`config.mk`:
```
export PLATFORM = sky130hd
export DESIGN_NAME = mem_arbiter_flat
export DESIGN_NICKNAME = d
export VERILOG_FILES = /design/src/rtl/mem_arb_pkg.sv /design/src/rtl/mem_arbiter_if.sv /design/src/rtl/mem_fill_seq.sv /design/src/rtl/mem_arbiter.sv /design/src/flat_wrapper.sv
export SDC_FILE = /design/constraint.sdc
export NUM_CORES = 1
export LEC_CHECK = 0
export ABC_AREA = 1
export ABC_CLOCK_PERIOD_IN_PS = 2800
export BUFFER_PORTS_ARGS = -buffer_cell sky130_fd_sc_hd__buf_2
export CAP_MARGIN = 25
export CORE_MARGIN = 4
export CORE_UTILIZATION = 40
export DETAILED_ROUTE_END_ITERATION = 10
export PLACE_DENSITY = 0.76
export SLEW_MARGIN = 5
export SYNTH_ARGS = -nofsm -noshare
export SYNTH_HDL_FRONTEND = slang
export SYNTH_HIERARCHICAL = 1
export SYNTH_SLANG_ARGS = --single-unit
```
`constraint.sdc`:
```
create_clock -name clk -period 2.8 [get_ports clk]
set_input_delay 0.14 -clock clk [delete_from_list [all_inputs] [get_ports clk]]
set_output_delay 0.14 -clock clk [all_outputs]
set_load 0.03 [all_outputs]
```
`src/rtl/mem_arb_pkg.sv`:
```
// Shared types and constants for the main-memory arbiter and its fill sequencer.
package mem_arb_pkg;

   typedef enum logic [1:0] {
      IDLE   = 2'd0,
      WRITE  = 2'd1,
      FILL_I = 2'd2,
      FILL_D = 2'd3
   } arb_state_e;

   localparam int BLOCK_WORDS_DEF = 8;
   localparam int MEM_LAT_DEF     = 4;

   // Width of a word index inside a block; kept at least one bit wide.
   function automatic int word_w(input int words);
      return (words > 1) ? $clog2(words) : 1;
   endfunction

endpackage

```
`src/rtl/mem_arbiter_if.sv`:
```
// Cache-side requests, memory bus and fill stream of the shared-memory arbiter.
interface mem_arbiter_if #(
   parameter int ADDR_W      = 16,
   parameter int DATA_W      = 16,
   parameter int BLOCK_WORDS = mem_arb_pkg::BLOCK_WORDS_DEF,
   localparam int WORD_W     = mem_arb_pkg::word_w(BLOCK_WORDS)
) ();

   logic              i_req;
   logic [ADDR_W-1:0] i_addr;
   logic              d_req;
   logic [ADDR_W-1:0] d_addr;
   logic              d_wr;
   logic [DATA_W-1:0] d_wdata;

   logic              mem_en;
   logic              mem_wr;
   logic [ADDR_W-1:0] mem_addr;
   logic [DATA_W-1:0] mem_wdata;
   logic [DATA_W-1:0] mem_rdata;
   logic              mem_valid;

   logic [DATA_W-1:0] fill_data;
   logic [WORD_W-1:0] fill_word;
   logic              i_fill_we;
   logic              d_fill_we;
   logic              i_done;
   logic              d_done;
   logic              d_wr_done;
   logic              busy;

   modport master (
      input  i_req, i_addr, d_req, d_addr, d_wr, d_wdata, mem_rdata, mem_valid,
      output mem_en, mem_wr, mem_addr, mem_wdata,
      output fill_data, fill_word, i_fill_we, d_fill_we,
      output i_done, d_done, d_wr_done, busy
   );

   modport slave (
      output i_req, i_addr, d_req, d_addr, d_wr, d_wdata, mem_rdata, mem_valid,
      input  mem_en, mem_wr, mem_addr, mem_wdata,
      input  fill_data, fill_word, i_fill_we, d_fill_we,
      input  i_done, d_done, d_wr_done, busy
   );

endinterface

```
`src/rtl/mem_fill_seq.sv`:
```
// Block-fill sequencer: issue/receive word counters and in-block read addresses.
module mem_fill_seq
   import mem_arb_pkg::*;
#(
   parameter int  ADDR_W      = 16,
   parameter int  BLOCK_WORDS = BLOCK_WORDS_DEF,
   localparam int WORD_W      = word_w(BLOCK_WORDS),
   localparam int BLK_W       = ADDR_W - WORD_W - 1
) (
   input  logic              clk,
   input  logic              rst_n,
   input  logic              start,
   input  logic              issue,
   input  logic              recv,
   input  logic [BLK_W-1:0]  blk,
   output logic [ADDR_W-1:0] issue_addr,
   output logic [WORD_W-1:0] recv_idx,
   output logic              last_issue,
   output logic              last_recv
);

   localparam logic [WORD_W-1:0] LAST_WORD = WORD_W'(BLOCK_WORDS - 1);

   logic [WORD_W-1:0] issue_cnt;
   logic [WORD_W-1:0] recv_cnt;

   always_ff @(posedge clk or negedge rst_n) begin
      if (!rst_n) begin
         issue_cnt <= '0;
         recv_cnt  <= '0;
      end else if (start) begin
         issue_cnt <= '0;
         recv_cnt  <= '0;
      end else begin
         if (issue) issue_cnt <= issue_cnt + 1'b1;
         if (recv)  recv_cnt  <= recv_cnt + 1'b1;
      end
   end

   // Word index replaces the in-block bits, so reads never carry out of the block.
   assign issue_addr = {blk, issue_cnt, 1'b0};
   assign recv_idx   = recv_cnt;
   assign last_issue = issue && (issue_cnt == LAST_WORD);
   assign last_recv  = recv && (recv_cnt == LAST_WORD);

endmodule

```
`src/rtl/mem_arbiter.sv`:
```
// Fixed-priority arbiter for D-write, D-fill and I-fill onto the shared main memory.
module mem_arbiter
   import mem_arb_pkg::*;
#(
   parameter int  ADDR_W      = 16,
   parameter int  DATA_W      = 16,
   parameter int  BLOCK_WORDS = BLOCK_WORDS_DEF,
   parameter int  MEM_LAT     = MEM_LAT_DEF,
   localparam int WORD_W      = word_w(BLOCK_WORDS),
   localparam int BLK_W       = ADDR_W - WORD_W - 1
) (
   input  logic          clk,
   input  logic          rst_n,
   mem_arbiter_if.master bus
);

   if (MEM_LAT < 1) begin : g_lat_check
      $error("mem_arbiter: MEM_LAT must be at least 1");
   end
   if ((BLOCK_WORDS < 2) || ((1 << WORD_W) != BLOCK_WORDS)) begin : g_bw_check
      $error("mem_arbiter: BLOCK_WORDS must be a power of two >= 2");
   end

   arb_state_e        state_q;
   arb_state_e        state_d;
   logic              issuing_q;
   logic              start;
   logic              fill_state;
   logic              recv;
   logic              last_issue;
   logic              last_recv;
   logic [ADDR_W-1:0] addr_q;
   logic [DATA_W-1:0] wdata_q;
   logic [ADDR_W-1:0] issue_addr;
   logic [WORD_W-1:0] recv_idx;

   always_comb begin
      state_d = state_q;
      case (state_q)
         IDLE: begin
            if (bus.d_wr)       state_d = WRITE;
            else if (bus.d_req) state_d = FILL_D;
            else if (bus.i_req) state_d = FILL_I;
         end
         WRITE:          state_d = IDLE;
         FILL_I, FILL_D: if (last_recv) state_d = IDLE;
         default:        state_d = IDLE;
      endcase
   end

   assign start = (state_q == IDLE) && ((state_d == FILL_I) || (state_d == FILL_D));

   always_ff @(posedge clk or negedge rst_n) begin
      if (!rst_n) begin
         state_q   <= IDLE;
         issuing_q <= 1'b0;
      end else begin
         state_q <= state_d;
         if (start)           issuing_q <= 1'b1;
         else if (last_issue) issuing_q <= 1'b0;
      end
   end

   // Winner's address and data are captured every IDLE cycle; outputs gate them.
   always_ff @(posedge clk) begin
      if (state_q == IDLE) begin
         addr_q  <= (bus.d_wr || bus.d_req) ? bus.d_addr : bus.i_addr;
         wdata_q <= bus.d_wdata;
      end
   end

   assign fill_state = (state_q == FILL_I) || (state_q == FILL_D);
   assign recv       = fill_state && bus.mem_valid;

   mem_fill_seq #(
      .ADDR_W      (ADDR_W),
      .BLOCK_WORDS (BLOCK_WORDS)
   ) u_seq (
      .clk        (clk),
      .rst_n      (rst_n),
      .start      (start),
      .issue      (issuing_q),
      .recv       (recv),
      .blk        (addr_q[ADDR_W-1 -: BLK_W]),
      .issue_addr (issue_addr),
      .recv_idx   (recv_idx),
      .last_issue (last_issue),
      .last_recv  (last_recv)
   );

   always_comb begin
      bus.mem_en    = 1'b0;
      bus.mem_wr    = 1'b0;
      bus.mem_addr  = '0;
      bus.mem_wdata = '0;
      if (state_q == WRITE) begin
         bus.mem_en    = 1'b1;
         bus.mem_wr    = 1'b1;
         bus.mem_addr  = addr_q;
         bus.mem_wdata = wdata_q;
      end else if (issuing_q) begin
         bus.mem_en   = 1'b1;
         bus.mem_addr = issue_addr;
      end
   end

   assign bus.fill_data = recv ? bus.mem_rdata : '0;
   assign bus.fill_word = recv_idx;
   assign bus.i_fill_we = (state_q == FILL_I) && bus.mem_valid;
   assign bus.d_fill_we = (state_q == FILL_D) && bus.mem_valid;
   assign bus.i_done    = (state_q == FILL_I) && last_recv;
   assign bus.d_done    = (state_q == FILL_D) && last_recv;
   assign bus.d_wr_done = (state_q == WRITE);
   assign bus.busy      = (state_q != IDLE);

endmodule

```
`src/flat_wrapper.sv`:
```
// flat-port wrapper written by rule: the top's interface ports become plain ports
module mem_arbiter_flat import mem_arb_pkg::*;
#(
   parameter int  ADDR_W      = 16,
   parameter int  DATA_W      = 16,
   parameter int  BLOCK_WORDS = BLOCK_WORDS_DEF,
   parameter int  MEM_LAT     = MEM_LAT_DEF,
   localparam int WORD_W      = word_w(BLOCK_WORDS),
   localparam int BLK_W       = ADDR_W - WORD_W - 1
)
  (clk, rst_n, bus_i_req, bus_i_addr, bus_d_req, bus_d_addr, bus_d_wr, bus_d_wdata, bus_mem_rdata, bus_mem_valid, bus_mem_en, bus_mem_wr, bus_mem_addr, bus_mem_wdata, bus_fill_data, bus_fill_word, bus_i_fill_we, bus_d_fill_we, bus_i_done, bus_d_done, bus_d_wr_done, bus_busy);
  mem_arbiter_if #(.ADDR_W(ADDR_W), .DATA_W(DATA_W), .BLOCK_WORDS(BLOCK_WORDS)) bus_i ();
  input  logic clk;
  input  logic rst_n;
  input wire logic [$bits(bus_i.i_req)-1:0] bus_i_req;
  input wire logic [$bits(bus_i.i_addr)-1:0] bus_i_addr;
  input wire logic [$bits(bus_i.d_req)-1:0] bus_d_req;
  input wire logic [$bits(bus_i.d_addr)-1:0] bus_d_addr;
  input wire logic [$bits(bus_i.d_wr)-1:0] bus_d_wr;
  input wire logic [$bits(bus_i.d_wdata)-1:0] bus_d_wdata;
  input wire logic [$bits(bus_i.mem_rdata)-1:0] bus_mem_rdata;
  input wire logic [$bits(bus_i.mem_valid)-1:0] bus_mem_valid;
  output wire logic [$bits(bus_i.mem_en)-1:0] bus_mem_en;
  output wire logic [$bits(bus_i.mem_wr)-1:0] bus_mem_wr;
  output wire logic [$bits(bus_i.mem_addr)-1:0] bus_mem_addr;
  output wire logic [$bits(bus_i.mem_wdata)-1:0] bus_mem_wdata;
  output wire logic [$bits(bus_i.fill_data)-1:0] bus_fill_data;
  output wire logic [$bits(bus_i.fill_word)-1:0] bus_fill_word;
  output wire logic [$bits(bus_i.i_fill_we)-1:0] bus_i_fill_we;
  output wire logic [$bits(bus_i.d_fill_we)-1:0] bus_d_fill_we;
  output wire logic [$bits(bus_i.i_done)-1:0] bus_i_done;
  output wire logic [$bits(bus_i.d_done)-1:0] bus_d_done;
  output wire logic [$bits(bus_i.d_wr_done)-1:0] bus_d_wr_done;
  output wire logic [$bits(bus_i.busy)-1:0] bus_busy;
  assign bus_i.i_req = bus_i_req;
  assign bus_i.i_addr = bus_i_addr;
  assign bus_i.d_req = bus_d_req;
  assign bus_i.d_addr = bus_d_addr;
  assign bus_i.d_wr = bus_d_wr;
  assign bus_i.d_wdata = bus_d_wdata;
  assign bus_i.mem_rdata = bus_mem_rdata;
  assign bus_i.mem_valid = bus_mem_valid;
  assign bus_mem_en = bus_i.mem_en;
  assign bus_mem_wr = bus_i.mem_wr;
  assign bus_mem_addr = bus_i.mem_addr;
  assign bus_mem_wdata = bus_i.mem_wdata;
  assign bus_fill_data = bus_i.fill_data;
  assign bus_fill_word = bus_i.fill_word;
  assign bus_i_fill_we = bus_i.i_fill_we;
  assign bus_d_fill_we = bus_i.d_fill_we;
  assign bus_i_done = bus_i.i_done;
  assign bus_d_done = bus_i.d_done;
  assign bus_d_wr_done = bus_i.d_wr_done;
  assign bus_busy = bus_i.busy;
  mem_arbiter #(.ADDR_W(ADDR_W), .DATA_W(DATA_W), .BLOCK_WORDS(BLOCK_WORDS), .MEM_LAT(MEM_LAT)) u_core (.clk(clk), .rst_n(rst_n), .bus(bus_i));
endmodule
```
==> impl_results.md <==
* Layout cells sized above 1 at 35.82%
* First-pass GRT wire length at 8286 um
* FF-to-FF path depth at 7
* Synthesized net count at 360
* Num ports at 129
* Reg2reg end: u_core/state_q[0]
* Final WS setup at 0.5989 ns
* RSZ-0062 raised after global routing: no
* Total vias in the final route at 2090
* Max incr delay on CP at 0.52 ns
* Pin count of the biggest net entering global routing at 33
* CP most frequent cell: inv_1
* Largest cells by area after synthesis: edfxtp_1 (42%), nand2_1 (14%), dfrtp_1 (9.9%)
* Mapped cell area at 2276 sq um
* Synth warnings at 6
* Nets at 475
* Share of the yosys chip area belonging to registers at 52.12%
* Number of antenna violations at the first check in global routing at 0
* Drt drc at 0
* Slowest CP cell: dfrtp_1
* Synth cell types at 20
* Status: finished, final reports clean
* Final setup viols at 0
* Port buffer count at 128
* Power consumption at 0.002897 W
* Relative slew slack at 52.40%
* Post-CTS setup buffers at 0
* PostCTS Resize Cnt at 0
* Register-to-Register Setup Slack at 1.12 ns
* Leakage at 1.725 nW
* H-tree Lvls at 2
* Yosys top cell by area: edfxtp_1
* GRT Overall Usage at 14.41%
* Mean Syn Cell Area at 7.958 sq um
* Final ANT Viol Nets at 0
* GP Congestion at 0.8428
* Dpl ws at 0.9000 ns
* Num CTS Buffers at 5
* Die H at 83.43 um
* Crit path DAT at 2.06 ns
* Hold EP: u_core/wdata_q[10]
* DR vias/cell at 4.409
* Final Cycle Share at 78.61%
* Worst hold path depth at 1
* Tightest Pin Transition at 0.7140 ns
* VDD IR max at 0.0003911 V
* Number of detailed-route iterations in the first pass at 4
* WL/cell at 10.91 um
* Initial core utilization at 41.33%
* Final Critical Period at 2.201 ns
* FMAX at 454.3 MHz
* Max Cap Viol at 0
* CP Launch Type: flop
* Yosys reg bits at 41
* Die area at 6961 sq um
* Top-area cell type share of the netlist area at 42.22%
* Critical path class: flop to primary output
* Crit path max fanout at 19
* Clock sink count at 41
* GR Overflow Total at 0
* Core area at 5507 sq um
* WL final at 5171 um
* Final TNS setup at 0 ns
* Crit end category: primary output
* ANT cells at 0
* Final Max Tran Viols at 0
* DP HPWL at 4098 um
* CTS tree: done
* Final hold violation count at 0
* Hold path start: bus_d_wdata[10]
* Floorplan row count at 27
* Req. time, crit path at 2.66 ns
* Worst min-delay path class: input pin to flop
* Clock root buffer master: clkbuf_8
* Chip Width at 83.43 um
* Initial DRC count at 118
* Buffers from clock root to sink, at most at 2
* Layout area overhead at 32.44%
* Final setup skew at 0.004133 ns
* Number of global-route vias before repair at 1887
* Clk slew on worst S/H paths at 0.08 ns
* Pwr per Cell Area at 961.3 nW/um^2
* Worst-Skew Late Latency at 0.28 ns
* Synth Instances at 286
* R2r startpoint: u_core/state_q[1]
* CP Cell Sequence: nand2_1, inv_1, nand2_1, inv_1, inv_1, nor3_1, buf_2
[worst max path at each step]
stage	startpoint	endpoint
2_1_floorplan	u_core/state_q[1]	u_core/u_seq/recv_idx[2]
5_1_grt	u_core/state_q[1]	bus_d_done
3_3_place_gp	u_core/state_q[1]	bus_d_done
4_1_cts	u_core/state_q[1]	bus_d_done
6_report	u_core/state_q[1]	bus_i_done
3_5_place_dp	u_core/state_q[1]	bus_d_done
[report_power, final]
group / total, W / internal [W] / switching, W
clock network: 0.000469 / 0.000267 / 0.000202
logic: 0.00141 / 0.000397 / 0.00102
registers: 0.00101 / 0.000867 / 0.000148
[sequential cells by signal (all words and copies together), names as in the netlist]
name	count
u_core/u_seq/issue_cnt	3
u_core/issuing_q	1
u_core/addr_q	16
u_core/state_q	2
u_core/wdata_q	16
u_core/u_seq/recv_idx	3
[layout by cell type, fill, tap and decap left out, types with 5 or more instances in the layout]
cell        n
buf_2     128
nand2_1    85
inv_1      41
nor2_1     40
edfxtp_1   32
nand3_1    22
o21ai_0    14
dfrtp_1     9
clkbuf_8    5
[final cells by class]
cell class	instances	area (sq um)
clock inverters	3	46.29
fillers	528	2492
inverters	44	165.2
repair buffers	133	688.2
well taps	72	90.09
clock buffers	5	68.82
multi-input cells	176	769.5
flip-flops and latches	41	1186
[cell families (layout without fill, tap and decap cells)]
logic type / Yosys count / after routing / share of synthesized area [%]
AO/OA/AOI/OAI: 17 / 17 / 3.738
adder cells (fa/ha/maj): 4 / 4 / 2.199
buffers and inverters: 69 / 185 / 14.40
flip-flops: 41 / 41 / 52.12
other: 1 / 1 / 0.1648
AND/OR/NAND/NOR: 154 / 154 / 27.38
[critical path: cells and delay by family, from the launching register on]
| family | cells | cell delay (ns) |
|---|---|---|
| buffers and inverters | 4 | 0.64 |
| and+or+nand+nor | 3 | 0.60 |
| DFF | 1 | 0.52 |
[timing repair]
action	4_1_cts	5_1_grt
setup endpoints to repair	0	0
hold buffers	1	3
endpoints found under the hold margin	9	3
[Yosys cell counts, drive strengths merged]
library cell,n
or2,1
conb,1
dfrtp,9
clkbuf,3
nor3,2
buf,22
nand3,22
edfxtp,32
o21ai,17
nor2,43
ha,4
inv,44
nand2,86
[routing by layer]
layer | up-vias | part of all wire [%] | GRT usage, %
met1 | 885 | 41 | 15.78
li1 | 1096 | - | -
met4 | 0 | 0.83 | 4.825
met2 | 105 | 47 | 25.80
met5 | - | 0 | 0
met3 | 4 | 12 | 5.159
[through the flow]
step | cell area (sq um) | hold slack [ns] | utilization [%] | std cells
2_1_floorplan | 2276 | -0.1556 | - | 286
4_1_cts | 2984 | 0.009441 | 54.19 | 471
3_3_place_gp | 2859 | -0.0003448 | 51.92 | 462
6_report | 3014 | 0.02223 | 54.74 | 474
5_1_grt | 3014 | 0.0003092 | 54.74 | 474
3_5_place_dp | 2859 | 0.003949 | 51.92 | 462
Note: power is estimated with default switching activity, not from simulation.
